File: src/rtl/uart_rx_fifo.sv
// 8N1 UART receiver with a 2-FF input synchroniser feeding a first-word-fall-through byte FIFO.
// Latency: byte visible the clk after the stop-bit tick; the receiver never stalls, full FIFO sets overrun.
module uart_rx_fifo #(
    parameter int CLK_HZ  = 40000000,
    parameter int SCLK_HZ = 115200,
    parameter int DEPTH   = 4
) (
    input  logic             clk,
    input  logic             reset,
    input  logic             uart_rxd,
    output logic [7:0]       rd_data,
    output logic             rd_valid,
    input  logic             rd_ready,
    output logic [DEPTH:0]   count,
    output logic             overrun,
    output logic             frame_err,
    input  logic             err_clr
);

    localparam int DIV  = CLK_HZ / SCLK_HZ;
    localparam int CW   = $clog2(DIV + 1);
    localparam int NENT = 1 << DEPTH;
    localparam logic [CW-1:0]  CNT_BIT  = CW'(DIV - 1);
    localparam logic [CW-1:0]  CNT_HALF = CW'(DIV / 2 - 1);
    localparam logic [CW-1:0]  CNT_ONE  = CW'(1);
    localparam logic [DEPTH:0] FIFO_MAX = (DEPTH + 1)'(NENT);
    localparam logic [DEPTH:0] FIFO_ONE = (DEPTH + 1)'(1);
    localparam logic [DEPTH-1:0] PTR_ONE = DEPTH'(1);

    typedef enum logic [2:0] {
        S_IDLE,
        S_START,
        S_DATA,
        S_STOP,
        S_BREAK
    } state_t;

    state_t            r_state;
    logic              r_sync1;
    logic              r_sync2;
    logic [CW-1:0]     r_cnt;
    logic [2:0]        r_bit;
    logic [7:0]        r_shift;
    logic              r_push;
    logic              r_ferr_set;

    logic [7:0]        r_mem [NENT];
    logic [DEPTH-1:0]  r_wptr;
    logic [DEPTH-1:0]  r_rptr;
    logic [DEPTH:0]    r_count;
    logic              r_overrun;
    logic              r_frame_err;

    logic w_rxs;
    logic w_tick;
    logic w_empty;
    logic w_full;
    logic w_pop;
    logic w_wr;
    logic w_ovr_set;

    assign w_rxs  = r_sync2;
    assign w_tick = (r_cnt == '0);

    always_ff @(posedge clk or posedge reset) begin
        if (reset) begin
            r_sync1    <= 1'b1;
            r_sync2    <= 1'b1;
            r_state    <= S_IDLE;
            r_cnt      <= '0;
            r_bit      <= '0;
            r_shift    <= '0;
            r_push     <= 1'b0;
            r_ferr_set <= 1'b0;
        end else begin
            r_sync1    <= uart_rxd;
            r_sync2    <= r_sync1;
            r_push     <= 1'b0;
            r_ferr_set <= 1'b0;
            if ((r_state == S_START || r_state == S_DATA || r_state == S_STOP) && !w_tick) begin
                r_cnt <= r_cnt - CNT_ONE;
            end
            case (r_state)
                S_IDLE: begin
                    if (!w_rxs) begin
                        r_cnt   <= CNT_HALF;
                        r_state <= S_START;
                    end
                end
                S_START: begin
                    if (w_tick) begin
                        if (!w_rxs) begin
                            r_cnt   <= CNT_BIT;
                            r_bit   <= '0;
                            r_state <= S_DATA;
                        end else begin
                            r_state <= S_IDLE;
                        end
                    end
                end
                S_DATA: begin
                    if (w_tick) begin
                        r_shift <= {w_rxs, r_shift[7:1]};
                        r_cnt   <= CNT_BIT;
                        r_bit   <= r_bit + 3'd1;
                        if (r_bit == 3'd7) begin
                            r_state <= S_STOP;
                        end
                    end
                end
                S_STOP: begin
                    if (w_tick) begin
                        if (w_rxs) begin
                            r_push  <= 1'b1;
                            r_state <= S_IDLE;
                        end else begin
                            r_ferr_set <= 1'b1;
                            r_state    <= S_BREAK;
                        end
                    end
                end
                S_BREAK: begin
                    if (w_rxs) begin
                        r_state <= S_IDLE;
                    end
                end
                default: r_state <= S_IDLE;
            endcase
        end
    end

    // A pop on an empty FIFO is masked, so push-while-empty simply lands the byte.
    assign w_empty   = (r_count == '0);
    assign w_full    = (r_count == FIFO_MAX);
    assign w_pop     = !w_empty && rd_ready;
    assign w_wr      = r_push && (!w_full || w_pop);
    assign w_ovr_set = r_push && w_full && !w_pop;

    always_ff @(posedge clk) begin
        if (w_wr) begin
            r_mem[r_wptr] <= r_shift;
        end
    end

    always_ff @(posedge clk or posedge reset) begin
        if (reset) begin
            r_wptr  <= '0;
            r_rptr  <= '0;
            r_count <= '0;
        end else begin
            if (w_wr) begin
                r_wptr <= r_wptr + PTR_ONE;
            end
            if (w_pop) begin
                r_rptr <= r_rptr + PTR_ONE;
            end
            case ({w_wr, w_pop})
                2'b10:   r_count <= r_count + FIFO_ONE;
                2'b01:   r_count <= r_count - FIFO_ONE;
                default: r_count <= r_count;
            endcase
        end
    end

    always_ff @(posedge clk or posedge reset) begin
        if (reset) begin
            r_overrun   <= 1'b0;
            r_frame_err <= 1'b0;
        end else if (err_clr) begin
            r_overrun   <= 1'b0;
            r_frame_err <= 1'b0;
        end else begin
            if (w_ovr_set) begin
                r_overrun <= 1'b1;
            end
            if (r_ferr_set) begin
                r_frame_err <= 1'b1;
            end
        end
    end

    assign rd_valid  = !w_empty;
    assign rd_data   = w_empty ? 8'h00 : r_mem[r_rptr];
    assign count     = r_count;
    assign overrun   = r_overrun;
    assign frame_err = r_frame_err;

endmodule

File: config.mk
export PLATFORM = sky130hd
export DESIGN_NAME = uart_rx_fifo
export DESIGN_NICKNAME = d
export VERILOG_FILES = /design/src/rtl/uart_rx_fifo.sv
export SDC_FILE = /design/constraint.sdc
export NUM_CORES = 1
export LEC_CHECK = 0
export CORE_ASPECT_RATIO = 0.75
export CORE_MARGIN = 8
export CORE_UTILIZATION = 30
export DETAILED_ROUTE_END_ITERATION = 7
export PLACE_DENSITY = 0.45
export SETUP_SLACK_MARGIN = 0.5
export SYNTH_ARGS = -nofsm -noshare
export SYNTH_HDL_FRONTEND = slang
export SYNTH_SLANG_ARGS = --single-unit
export TNS_END_PERCENT = 1
File: constraint.sdc
create_clock -name clk -period 3.1 [get_ports clk]
set_input_delay 0.62 -clock clk [delete_from_list [all_inputs] [get_ports clk]]
set_output_delay 0.62 -clock clk [all_outputs]
set_load 0.01 [all_outputs]
[After elaboration in Yosys (flattened, before gate mapping)]
Memory sizes are Yosys's and may differ from the RTL's.
Index checks and enable logic that the tools add are counted.
Word-level totals
  flip-flop bits (word level): 42
  latch bits: 0
  RAM bits: 128
  ROM bits: 0
  bits of input ports: 5
  output and inout bits: 16
  logic and storage cells: 90
  memories kept: 1
Memory list
  r_mem: depth 16, width 8, rd ports 1, clocked after Yosys merged registers in 0, wr ports 1, line 47  | logic [7:0] r_mem [NENT];
Operators by class
  add/subtract/negate cells: 6
  $mul: 0
  div/mod/pow operators: 0
  magnitude comparators: 0
  eq/ne operators: 15
  shift-type cells: 0
  muxes and demuxes: 33
  bitwise logic cells: 0
  reductions and logical operators: 22
Operators with widths (number)
  2-to-1 mux 9 bit: 5
  2-to-1 mux 3 bit: 10
  case mux 9 bit (3 select lines): 1
  case mux 3 bit (5 select lines): 1
  2-to-1 mux 1 bit: 12
  != test 2 bit (second input constant): 6
  case mux 5 bit (2 select lines): 1
  logical NOT 9 bit: 1
  subtractor 9 x 1 -> 9 bit (second input constant): 1
  adder 4 x 1 -> 4 bit (second input constant): 2
  2-to-1 mux 8 bit: 1
  nonzero test 2 bit: 4
  == test 3 x 2 -> 1 bit (second input constant): 2
  == test 3 bit (second input constant): 2
  case mux 3 bit (2 select lines): 1
  AND reduction 6 bit: 1
  adder 5 x 1 -> 5 bit (second input constant): 1
  == test 5 bit (second input constant): 1
  logical AND 1 bit: 5
  logical NOT 5 bit: 1
  subtractor 5 x 1 -> 5 bit (second input constant): 1
  logical NOT 1 bit: 4
  AND reduction 4 bit: 1
  adder 3 x 1 -> 3 bit (second input constant): 1
  8 further kinds: 10

[Longest topological paths before layout]
Gate-level depths: netlist of run 1.
  word-level depth: 8
  mapped depth: 11
  depth with buffers taken out: 11

[Worst setup path before layout of run 1]
OpenSTA, ideal clock, no wires.
  path type: flip-flop to flip-flop
  start: reg r_count[1], in the netlist count[1]
  end: reg r_count[4], in the netlist count[4]
  data arrival time: 2.719 ns
  path slack: 0.227 ns
  cell stages (with the launch flop): 11
  clock period less this slack: 2.873 ns
  cells stage by stage: dfrtp_1 > nor4_1 > or2b_2 > nand2_1 > inv_1 > ha_1 > ha_1 > nor2b_1 > o21a_1 > o311ai_0 > o311ai_0
Between the ends
  cells in the longest elaborated chain, start to end: 7
Ends and longest elaborated chain
  start, declared: line 50  | logic [DEPTH:0] r_count;
  start signal, assigned: line 158  | 2'b10: r_count <= r_count + FIFO_ONE;
  start signal, assigned: line 159  | 2'b01: r_count <= r_count - FIFO_ONE;
  start signal, assigned: line 160  | default: r_count <= r_count;
  logical NOT 5 bit: line 133  | assign w_empty = (r_count == '0);
  logical NOT 1 bit: line 135  | assign w_pop = !w_empty && rd_ready;
  logical AND 1 bit: line 135
  logical OR 1 bit: line 136  | assign w_wr = r_push && (!w_full || w_pop);
  logical AND 1 bit: line 136
  == test 2 x 1 -> 1 bit / == test 2 bit (equally long branches): line 157  | case ({w_wr, w_pop})
  case mux 5 bit (2 select lines) / nonzero test 2 bit (equally long branches)
Parallel ways exist; a longest one is shown, timed or not.
A chain may end at the register's enable or synchronous reset.

[Worst setup path in the final report of run 1]
  start: reg r_rptr[1]
  end: out rd_data[6]
Between the ends
  cells in the longest elaborated chain, start to end: 2
Ends and longest elaborated chain
  start, declared: line 49  | logic [DEPTH-1:0] r_rptr;
  start signal, assigned: line 155  | r_rptr <= r_rptr + PTR_ONE;
  memory read (16 x 8 bit)
  2-to-1 mux 8 bit: line 183  | assign rd_data = w_empty ? 8'h00 : r_mem[r_rptr];
  end, declared: line 11  | output logic [7:0] rd_data,
No other way between the ends.

==> flow_metrics.py, run 1 <==
metrics = {
    "status": {
        "outcome": "finished clean",
    },
    "global_route": {
        "overflow": 0,
        "gr-usage-met1_pct": 14.2,
        "grt_usage_pct": 10.6,
        "antenna_found_initial": 0,
        "grt_pass1_wl_mm": 23.4,
        "grt_max_degree": 34,
        "grt_use_met3_pct": 2.48,
        "top_usage_layer": "met2",
        "grt_pass1_vias": 3905,
        "grt_use_met2_pct": 17.0,
    },
    "placement": {
        "place_hpwl_mm": 9.42,
        "dpl.cell_count": 746,
        "place.gp.congestion": 0.717,
        "io_buffers": 20,
        "placed_area_mm2": 0.00784,
        "dpl_worst_slack_ps": 174,
    },
    "drt": {
        "drtAntennaViolNets": 0,
        "wirelength_mm": 14.9,
        "drc_errors": 0,
        "viasPerCell": 4.71,
        "vias": 3694,
        "wl_per_cell_um": 19.0,
        "first_iter_violations": 198,
        "first_pass_iters": 6,
    },
    "power_and_ir_drop": {
        "sw_frac_of_total_pct": 28.1,
        "internal_power_mw": 4.44,
        "p_leak_nw": 3.38,
        "power.share.clock_pct": 34.7,
        "pwr-share-comb_pct": 22.7,
        "total_power_mw": 6.17,
        "cellPowerDensity_mw_per_mm2": 721,
        "ir_drop_v": 0.000413,
        "power_frac_seq_pct": 42.6,
        "p_sw_mw": 1.73,
    },
    "timing": {
        "finClkSkew_ps": 16.4,
        "fin_crit_sh_pct": 92.6,
        "fmax_mhz": 348,
        "setup_ws_ps": 230,
        "worst_slew_pin_slew_ps": 777,
        "maxSlewHeadroom_pct": 48.2,
        "period_minus_slack_ps": 2870,
        "holdWs_ps": 356,
        "setup_tns_ps": 0,
        "setup_viol": 0,
        "final_max_slew_viol_count": 0,
        "hold_violations": 0,
        "rsz0062_at_grt": "true",
    },
    "finish": {
        "layoutNonFillerInstCount": 785,
        "antenna_cells": 0,
        "area_delta_synth_final_pct": 18.8,
        "final_layout_size_suffix_gt1_share_pct": 29.9,
        "nFillCells": 2212,
        "nNetsFinal": 484,
        "final_area_mm2": 0.00856,
        "post-route-util_pct": 36.0,
    },
    "flow_run": {
        "cap_violations": 0,
    },
    "critical_path": {
        "crit_type": "reg2out",
        "path_cells": "buf_6 -> buf_12 -> mux4_2 -> mux2_4 -> o21ai_2 -> a21oi_2 -> buf_2",
        "crit_family": "multiplexers",
        "path_max_fanout": 6,
        "start_kind": "flip-flop",
        "crit_start": "r_rptr[1]$_DFFE_PP0N_",
        "crit_path_top_delay_cell": "mux4_2",
        "reg2reg_from": "count[2]$_DFFE_PP0P_",
        "cp_slowest_stage_delay_ps": 550,
        "endpoint_kind": "output pin",
        "path_buf_inv": 3,
        "crit_required_ps": 2480,
        "cp.arrival_ps": 2250,
    },
    "clock_tree": {
        "cts_tree": "yes",
        "cts_sinks": 170,
        "clock_latency_ps": 430,
        "path_clk_slew_ps": 60,
        "htreeDepth": 4,
        "clock_path_buffers": 2,
        "cts_root_buf": "clkbuf_16",
        "holdBufCountCts": 0,
        "numCtsBuffers": 17,
    },
    "die": {
        "die_area_mm2": 0.0293,
        "ioPinCount": 21,
        "rows": 49,
        "start_util_pct": 30.3,
        "die_h_um": 150,
        "die_w_um": 195,
        "coreArea_mm2": 0.0238,
    },
    "synth": {
        "ys_seq_elements": 170,
        "syn-num-nets": 436,
        "synth-main-ff-cell": "edfxtp_1",
        "avgSynthCellArea_um2": 17.2,
        "ys_seq_area_share_pct": 68.0,
        "synth_cells": 418,
        "ys_types": 56,
        "synthArstFlopShare_pct": 24.7,
        "yosysWarnings": 0,
        "syn_area_mm2": 0.00720,
        "synth_edf_count": 128,
    },
    "min_path": {
        "hold_start": "r_sync1$_DFF_PP1_",
        "hp-class": "reg2reg",
    },
}
power by group through the flow:
stage                     Combinational, mW  Sequential [mW]  Clock (mW)
final                                  1.40             2.63        2.14
after CTS                              1.43             2.63        2.20
after global routing                   1.52             2.64        2.27
after global placement                 1.23             2.66           0
after detailed placement               1.23             2.66           0
after floorplan                       0.891             2.62           0
Yosys cell counts (7+ instances only):
cell      count  share of area, %
nand2_1      17              0.89
xnor2_1       8              0.97
o21ai_0      12              0.83
a21oi_1      13              0.90
mux4_1       10               3.6
nor2_1       25               1.3
ha_1         12               2.1
edfxtp_1    128                53
dfrtp_1      40                14
inv_1        15              0.78
mux4_2       22               6.9
nor3_1        7              0.49
mux2i_1      11               1.5
mux2_2       18               2.8
logic make-up (layout without fill, tap and decap cells):
group | count (synthesis) | in the layout | synth area share, %
AOI/OAI and AO/OA | 51 | 51 | 4.64
xor gates and xnor gates | 10 | 10 | 1.22
adders and majority gates | 13 | 13 | 2.36
buffers and inverters | 36 | 97 | 3.33
DFF | 170 | 170 | 68.0
muxes | 61 | 61 | 14.9
and+or+nand+nor | 77 | 77 | 5.59
cells in the final DEF (no fill, tap or decap), drive strengths merged, types with 8 or more instances in the layout:
| cell type | count |
|---|---|
| a21oi | 13 |
| nand2 | 17 |
| xnor2 | 8 |
| ha | 12 |
| clkbuf | 18 |
| mux4 | 32 |
| edfxtp | 128 |
| clkdlybuf4s50 | 12 |
| dfrtp | 40 |
| mux2 | 18 |
| o21ai | 15 |
| nor2 | 25 |
| mux2i | 11 |
| buf | 37 |
| inv | 19 |
per-layer routing:
layer	routed length, µm	share of wire (%)
met5	0	0
met4	142	0.95
met3	283	1.9
met2	7130	48
met1	7370	49
flip-flops by register name (all words and copies together), names as in the netlist:
name / cells
r_mem: 128
r_cnt: 9
r_shift: 8
count: 5
r_rptr: 4
r_wptr: 4
r_bit: 3
r_state: 3
frame_err: 1
overrun: 1
r_ferr_set: 1
r_push: 1
r_sync1: 1
r_sync2: 1
path summary, 6_finish.rpt:
check / to / slack [ps] / cells after the start
max: rd_data[6] / 230 / 7
min: r_sync2$_DFF_PP1_ / 360 / 0
max reg2reg: count[4]$_DFFE_PP0P_ / 350 / 10
min reg2reg: r_sync2$_DFF_PP1_ / 360 / 0
max in group asynchronous: r_rptr[1]$_DFFE_PP0N_ / 1910 / 3
min in group asynchronous: count[3]$_DFFE_PP0P_ / 430 / 2
final cells by class:
| type | count | area [µm²] | area share [%] |
|---|---|---|---|
| multi-input combinational | 212 | 2130 | 24.9 |
| clock inverter | 14 | 164 | 1.91 |
| sequential | 170 | 4900 | 57.3 |
| clock buffer | 18 | 429 | 5.01 |
| tap | 306 | 383 | 4.47 |
| timing repair buffer | 50 | 495 | 5.79 |
| inverter | 15 | 56.3 | 0.658 |
what timing repair did:
| action | CTS | global route |
|---|---|---|
| endpoints found under the hold margin | 0 | 0 |
| gates resized for setup | 62 | 6 |
| pin swaps | 0 | 0 |
| buffers inserted | 3 | 1 |
| cloned | 3 | 0 |
| setup endpoints to repair | 10 | 11 |
(Power assumes the default switching activity.)
==> run 2: changes to the inputs <==
==> constraint.sdc (replaced) <==
create_clock -name clk -period 3.1 [get_ports clk]
set_input_delay 0.62 -clock clk [delete_from_list [all_inputs] [get_ports clk]]
set_output_delay 0.62 -clock clk [all_outputs]
set_load 0.02 [all_outputs]
==> flow_metrics.py, run 2 (same netlist as run 1, synthesis figures left out) <==
metrics = {
    "status": {
        "outcome": "finished clean",
    },
    "critical_path": {
        "critPathCapture": "rd_data[6]",
        "r2r_cells": 10,
        "crit_start": "r_rptr[1]$_DFFE_PP0N_",
        "reg2reg_from": "count[2]$_DFFE_PP0P_",
        "endpoint_kind": "output pin",
        "cp.arrival_ps": 2240,
        "crit_type": "reg2out",
        "crit_required_ps": 2480,
        "timing.reg2reg.setup_slack_ps": 290,
        "path_max_fanout": 5,
        "worst_r2r_endpoint": "count[4]$_DFFE_PP0P_",
        "start_kind": "flip-flop",
    },
    "global_route": {
        "gr-usage-met1_pct": 15.4,
        "antenna_found_initial": 0,
        "grt_pass1_vias": 3866,
        "grt_use_met3_pct": 2.55,
        "grt_use_met2_pct": 17.4,
        "overflow": 0,
        "grt_pass1_wl_mm": 24.2,
        "grt_usage_pct": 11.1,
        "grt_max_degree": 33,
        "top_usage_layer": "met2",
    },
    "timing": {
        "final_max_slew_viol_count": 0,
        "period_minus_slack_ps": 2860,
        "fin_crit_sh_pct": 92.2,
        "setup_tns_ps": 0,
        "worst_slew_pin_slew_ps": 769,
        "setup_viol": 0,
        "finClkSkew_ps": 8.84,
        "maxSlewHeadroom_pct": 48.3,
        "hold_violations": 0,
        "rsz0062_at_grt": "true",
        "fmax_mhz": 350,
    },
    "clock_tree": {
        "numCtsBuffers": 17,
        "htreeDepth": 4,
        "cts_root_buf": "clkbuf_16",
        "cts_tree": "yes",
        "cts_sinks": 170,
        "clock_path_buffers": 2,
        "path_clk_slew_ps": 70,
        "clock_latency_ps": 420,
    },
    "finish": {
        "final_cell_mix": "edfxtp_1 (128), dfrtp_1 (36), buf_4 (31), nor2_1 (25), mux4_2 (23)",
        "largest_register_ffs": 128,
        "final_common_cell": "edfxtp_1",
        "nNetsFinal": 490,
        "antenna_cells": 0,
        "top_regs": "r_mem: 128 flops, r_cnt: 9 flops, r_shift: 8 flops",
        "regMostFlops": "r_mem",
        "area_delta_synth_final_pct": 18.4,
        "final_layout_size_suffix_gt1_share_pct": 28.3,
    },
    "power_and_ir_drop": {
        "ir_drop_v": 0.000276,
        "total_power_mw": 6.06,
        "p_leak_nw": 3.41,
        "cellPowerDensity_mw_per_mm2": 710,
    },
    "drt": {
        "vias": 3761,
        "drtAntennaViolNets": 0,
        "viasPerCell": 4.76,
        "first_iter_violations": 249,
        "drc_errors": 0,
        "first_pass_iters": 4,
        "wirelength_mm": 15.5,
        "wl_per_cell_um": 19.6,
    },
    "die": {
        "die_h_um": 150,
        "rows": 49,
        "ioPinCount": 21,
        "die_w_um": 195,
        "die_area_mm2": 0.0293,
        "coreArea_mm2": 0.0238,
        "start_util_pct": 30.3,
    },
    "placement": {
        "place_hpwl_mm": 10.3,
        "io_buffers": 20,
        "place.gp.congestion": 0.730,
    },
    "min_path": {
        "hp-class": "reg2reg",
    },
    "flow_run": {
        "cap_violations": 0,
    },
}
==> run 2: how the worst min path moves through the flow <==
stage	endpoint	cells past startpoint	from
after floorplan	r_sync2$_DFF_PP1_	0	r_sync1$_DFF_PP1_
after CTS	r_sync2$_DFF_PP1_	0	r_sync1$_DFF_PP1_
after detailed placement	r_sync2$_DFF_PP1_	0	r_sync1$_DFF_PP1_
after global placement	r_sync2$_DFF_PP1_	0	r_sync1$_DFF_PP1_
after global routing	r_sync2$_DFF_PP1_	0	r_sync1$_DFF_PP1_
final	r_sync2$_DFF_PP1_	0	r_sync1$_DFF_PP1_
==> run 2: cell type report <==
| cell class | count | area, µm² |
|---|---|---|
| multi-input cells | 212 | 2120 |
| clock inverters | 14 | 138 |
| repair buffers | 56 | 508 |
| inverters | 15 | 56.3 |
| fillers | 2241 | 15300 |
| flip-flops and latches | 170 | 4900 |
| clock buffers | 17 | 425 |
| well taps | 306 | 383 |
==> run 2: worst max-delay path, stage by stage, from the launching register on <==
cell	delay, ps
dfrtp_2	420
buf_6	130
buf_16	110
mux4_2	480
mux2_4	310
o21ai_2	140
a21oi_1	60
buf_2	160
==> run 2: stage by stage <==
stage               util (%)  setup WS, ps  cells  hold WS, ps  instance area, µm²
global route            35.9           164    790          365                8530
floorplan                  -           525    418          345                7230
CTS                     35.8           215    788          359                8510
global placement        33.2           236    753          355                7890
finish                  35.9           242    790          357                8530
detailed placement      33.2           207    753          348                7890
==> run 2: what timing repair did <==
| action | CTS | global route |
|---|---|---|
| gates cloned | 1 | 0 |
| endpoints found under the setup margin | 11 | 11 |
| hold buffers | 0 | 0 |
| buffers inserted | 3 | 2 |
| gates resized for setup | 51 | 2 |
| pin swaps | 0 | 0 |
==> run 2: per-layer routing <==
metal	part of all wire, %	up-vias
li1	-	1743
met1	48	1959
met2	47	46
met3	3.8	13
met4	0.97	0
met5	0	-
==> run 2: where the power goes <==
part	internal, mW	switching [mW]	total, mW
sequential	2.49	0.123	2.61
combinational	0.691	0.711	1.40
clock	1.12	0.921	2.04
==> run 3: changes to the inputs <==
--- a/config.mk
+++ b/config.mk
@@ -9,7 +9,7 @@
 export CORE_MARGIN = 8
 export CORE_UTILIZATION = 30
 export DETAILED_ROUTE_END_ITERATION = 7
-export PLACE_DENSITY = 0.45
+export PLACE_DENSITY = 0.52
 export SETUP_SLACK_MARGIN = 0.5
 export SYNTH_ARGS = -nofsm -noshare
 export SYNTH_HDL_FRONTEND = slang
==> flow_metrics.py, run 3 (same netlist as run 1, synthesis figures left out) <==
metrics = {
    "status": {
        "outcome": "finished clean",
    },
    "timing": {
        "fin_crit_sh_pct": 92.5,
        "maxSlewHeadroom_pct": 32.9,
        "setup_tns_ps": 0,
        "finClkSkew_ps": 13.9,
        "worst_slew_pin_slew_ps": 1010,
        "setup_viol": 0,
        "final_max_slew_viol_count": 0,
        "fmax_mhz": 349,
        "holdWs_ps": 355,
        "setup_ws_ps": 233,
        "rsz0062_at_grt": "true",
        "hold_violations": 0,
        "period_minus_slack_ps": 2870,
    },
    "critical_path": {
        "cp.arrival_ps": 2250,
        "path_cells": "buf_6 -> buf_12 -> mux4_2 -> mux2_4 -> o21ai_2 -> a21oi_2 -> buf_6",
        "r2r_cells": 10,
        "endpoint_kind": "output pin",
        "crit_required_ps": 2480,
        "crit_type": "reg2out",
        "critical_path_depth": 7,
        "crit_family": "multiplexers",
        "start_kind": "flip-flop",
        "path_max_fanout": 5,
        "cp_common_cell": "buf_6",
        "crit_path_top_delay_cell": "mux4_2",
        "path_buf_inv": 3,
        "cp_slowest_stage_delay_ps": 500,
    },
    "finish": {
        "final_cell_mix": "edfxtp_1 (128), dfrtp_1 (36), buf_4 (32), mux4_2 (27), nor2_1 (25)",
        "final_layout_size_suffix_gt1_share_pct": 31.0,
        "regMostFlops": "r_mem",
        "nFillCells": 2213,
        "regArea_mm2": 0.00490,
        "final_area_mm2": 0.00862,
        "area_delta_synth_final_pct": 19.7,
        "final_common_cell": "edfxtp_1",
        "multi_input_area_mm2": 0.00214,
        "largest_register_ffs": 128,
        "top_regs": "r_mem: 128 flops, r_cnt: 9 flops, r_shift: 8 flops",
        "nNetsFinal": 493,
        "antenna_cells": 0,
    },
    "clock_tree": {
        "holdBufCountCts": 0,
        "clock_path_buffers": 2,
        "htreeDepth": 4,
        "cts_root_buf": "clkbuf_16",
        "clock_latency_ps": 420,
        "path_clk_slew_ps": 60,
        "cts_sinks": 170,
        "numCtsBuffers": 17,
        "cts_tree": "yes",
    },
    "die": {
        "die_w_um": 195,
        "die_area_mm2": 0.0293,
        "rows": 49,
        "ioPinCount": 21,
        "start_util_pct": 30.3,
        "coreArea_mm2": 0.0238,
        "die_h_um": 150,
    },
    "global_route": {
        "overflow": 0,
        "grt_pass1_vias": 3925,
        "antenna_found_initial": 0,
        "grt_max_degree": 43,
        "grt_pass1_wl_mm": 23.6,
        "grt_usage_pct": 10.9,
    },
    "power_and_ir_drop": {
        "cellPowerDensity_mw_per_mm2": 717,
        "p_leak_nw": 3.41,
        "ir_drop_v": 0.000378,
        "total_power_mw": 6.18,
    },
    "drt": {
        "wirelength_mm": 15.3,
        "drc_errors": 0,
        "first_pass_iters": 6,
        "viasPerCell": 4.78,
        "first_iter_violations": 245,
        "vias": 3788,
        "drtAntennaViolNets": 0,
        "wl_per_cell_um": 19.2,
    },
    "placement": {
        "placed_area_mm2": 0.00786,
        "place_hpwl_mm": 9.67,
        "io_buffers": 20,
        "place.gp.congestion": 0.730,
        "dpl_worst_slack_ps": 64.6,
    },
    "min_path": {
        "hp-class": "reg2reg",
        "holdPathStages": 0,
    },
    "flow_run": {
        "cap_violations": 0,
    },
}
-- run 3: final timing paths --
kind	to	slack, ps	from
worst max-delay path	rd_data[6]	230	r_rptr[1]$_DFFE_PP0N_
worst min-delay path	r_sync2$_DFF_PP1_	350	r_sync1$_DFF_PP1_
worst max register to register	count[4]$_DFFE_PP0P_	320	count[2]$_DFFE_PP0P_
worst min register to register	r_sync2$_DFF_PP1_	350	r_sync1$_DFF_PP1_
max in group asynchronous	r_rptr[1]$_DFFE_PP0N_	2010	reset
min in group asynchronous	r_cnt[7]$_DFF_PP0_	670	reset
-- run 3: timing repair --
item	4_1_cts	5_1_grt
pin swaps	2	1
gates resized for setup	70	9
buffers inserted	7	6
setup endpoints to repair	11	11
gates cloned	2	0
-- run 3: stage by stage --
step	util [%]	cells
after floorplan	-	418
after global placement	33.0	747
after detailed placement	33.0	747
after CTS	35.9	787
after global routing	36.2	793
final	36.2	793
-- run 3: layer usage --
metal	share of wire (%)	vias up	track usage [%]
li1	-	1742	-
met1	48	1967	14.9
met2	47	71	16.8
met3	4.6	8	2.81
met4	0.76	0	3.29
met5	0	-	0
-- run 3: layout make-up --
| class | instances | share of cell area [%] |
|---|---|---|
| repair buffers | 59 | 6.99 |
| well taps | 306 | 4.44 |
| clock buffers | 18 | 4.98 |
| multi-input cells | 212 | 24.9 |
| flip-flops and latches | 170 | 56.9 |
| clock inverters | 13 | 1.20 |
| inverters | 15 | 0.653 |
-- run 3: power by group --
part	internal (mW)	leakage (nW)	switching, mW
Combinational	0.847	1.13	0.771
Sequential	2.49	2.02	0.151
Clock	1.09	0.257	0.832
Total	4.43	3.41	1.75
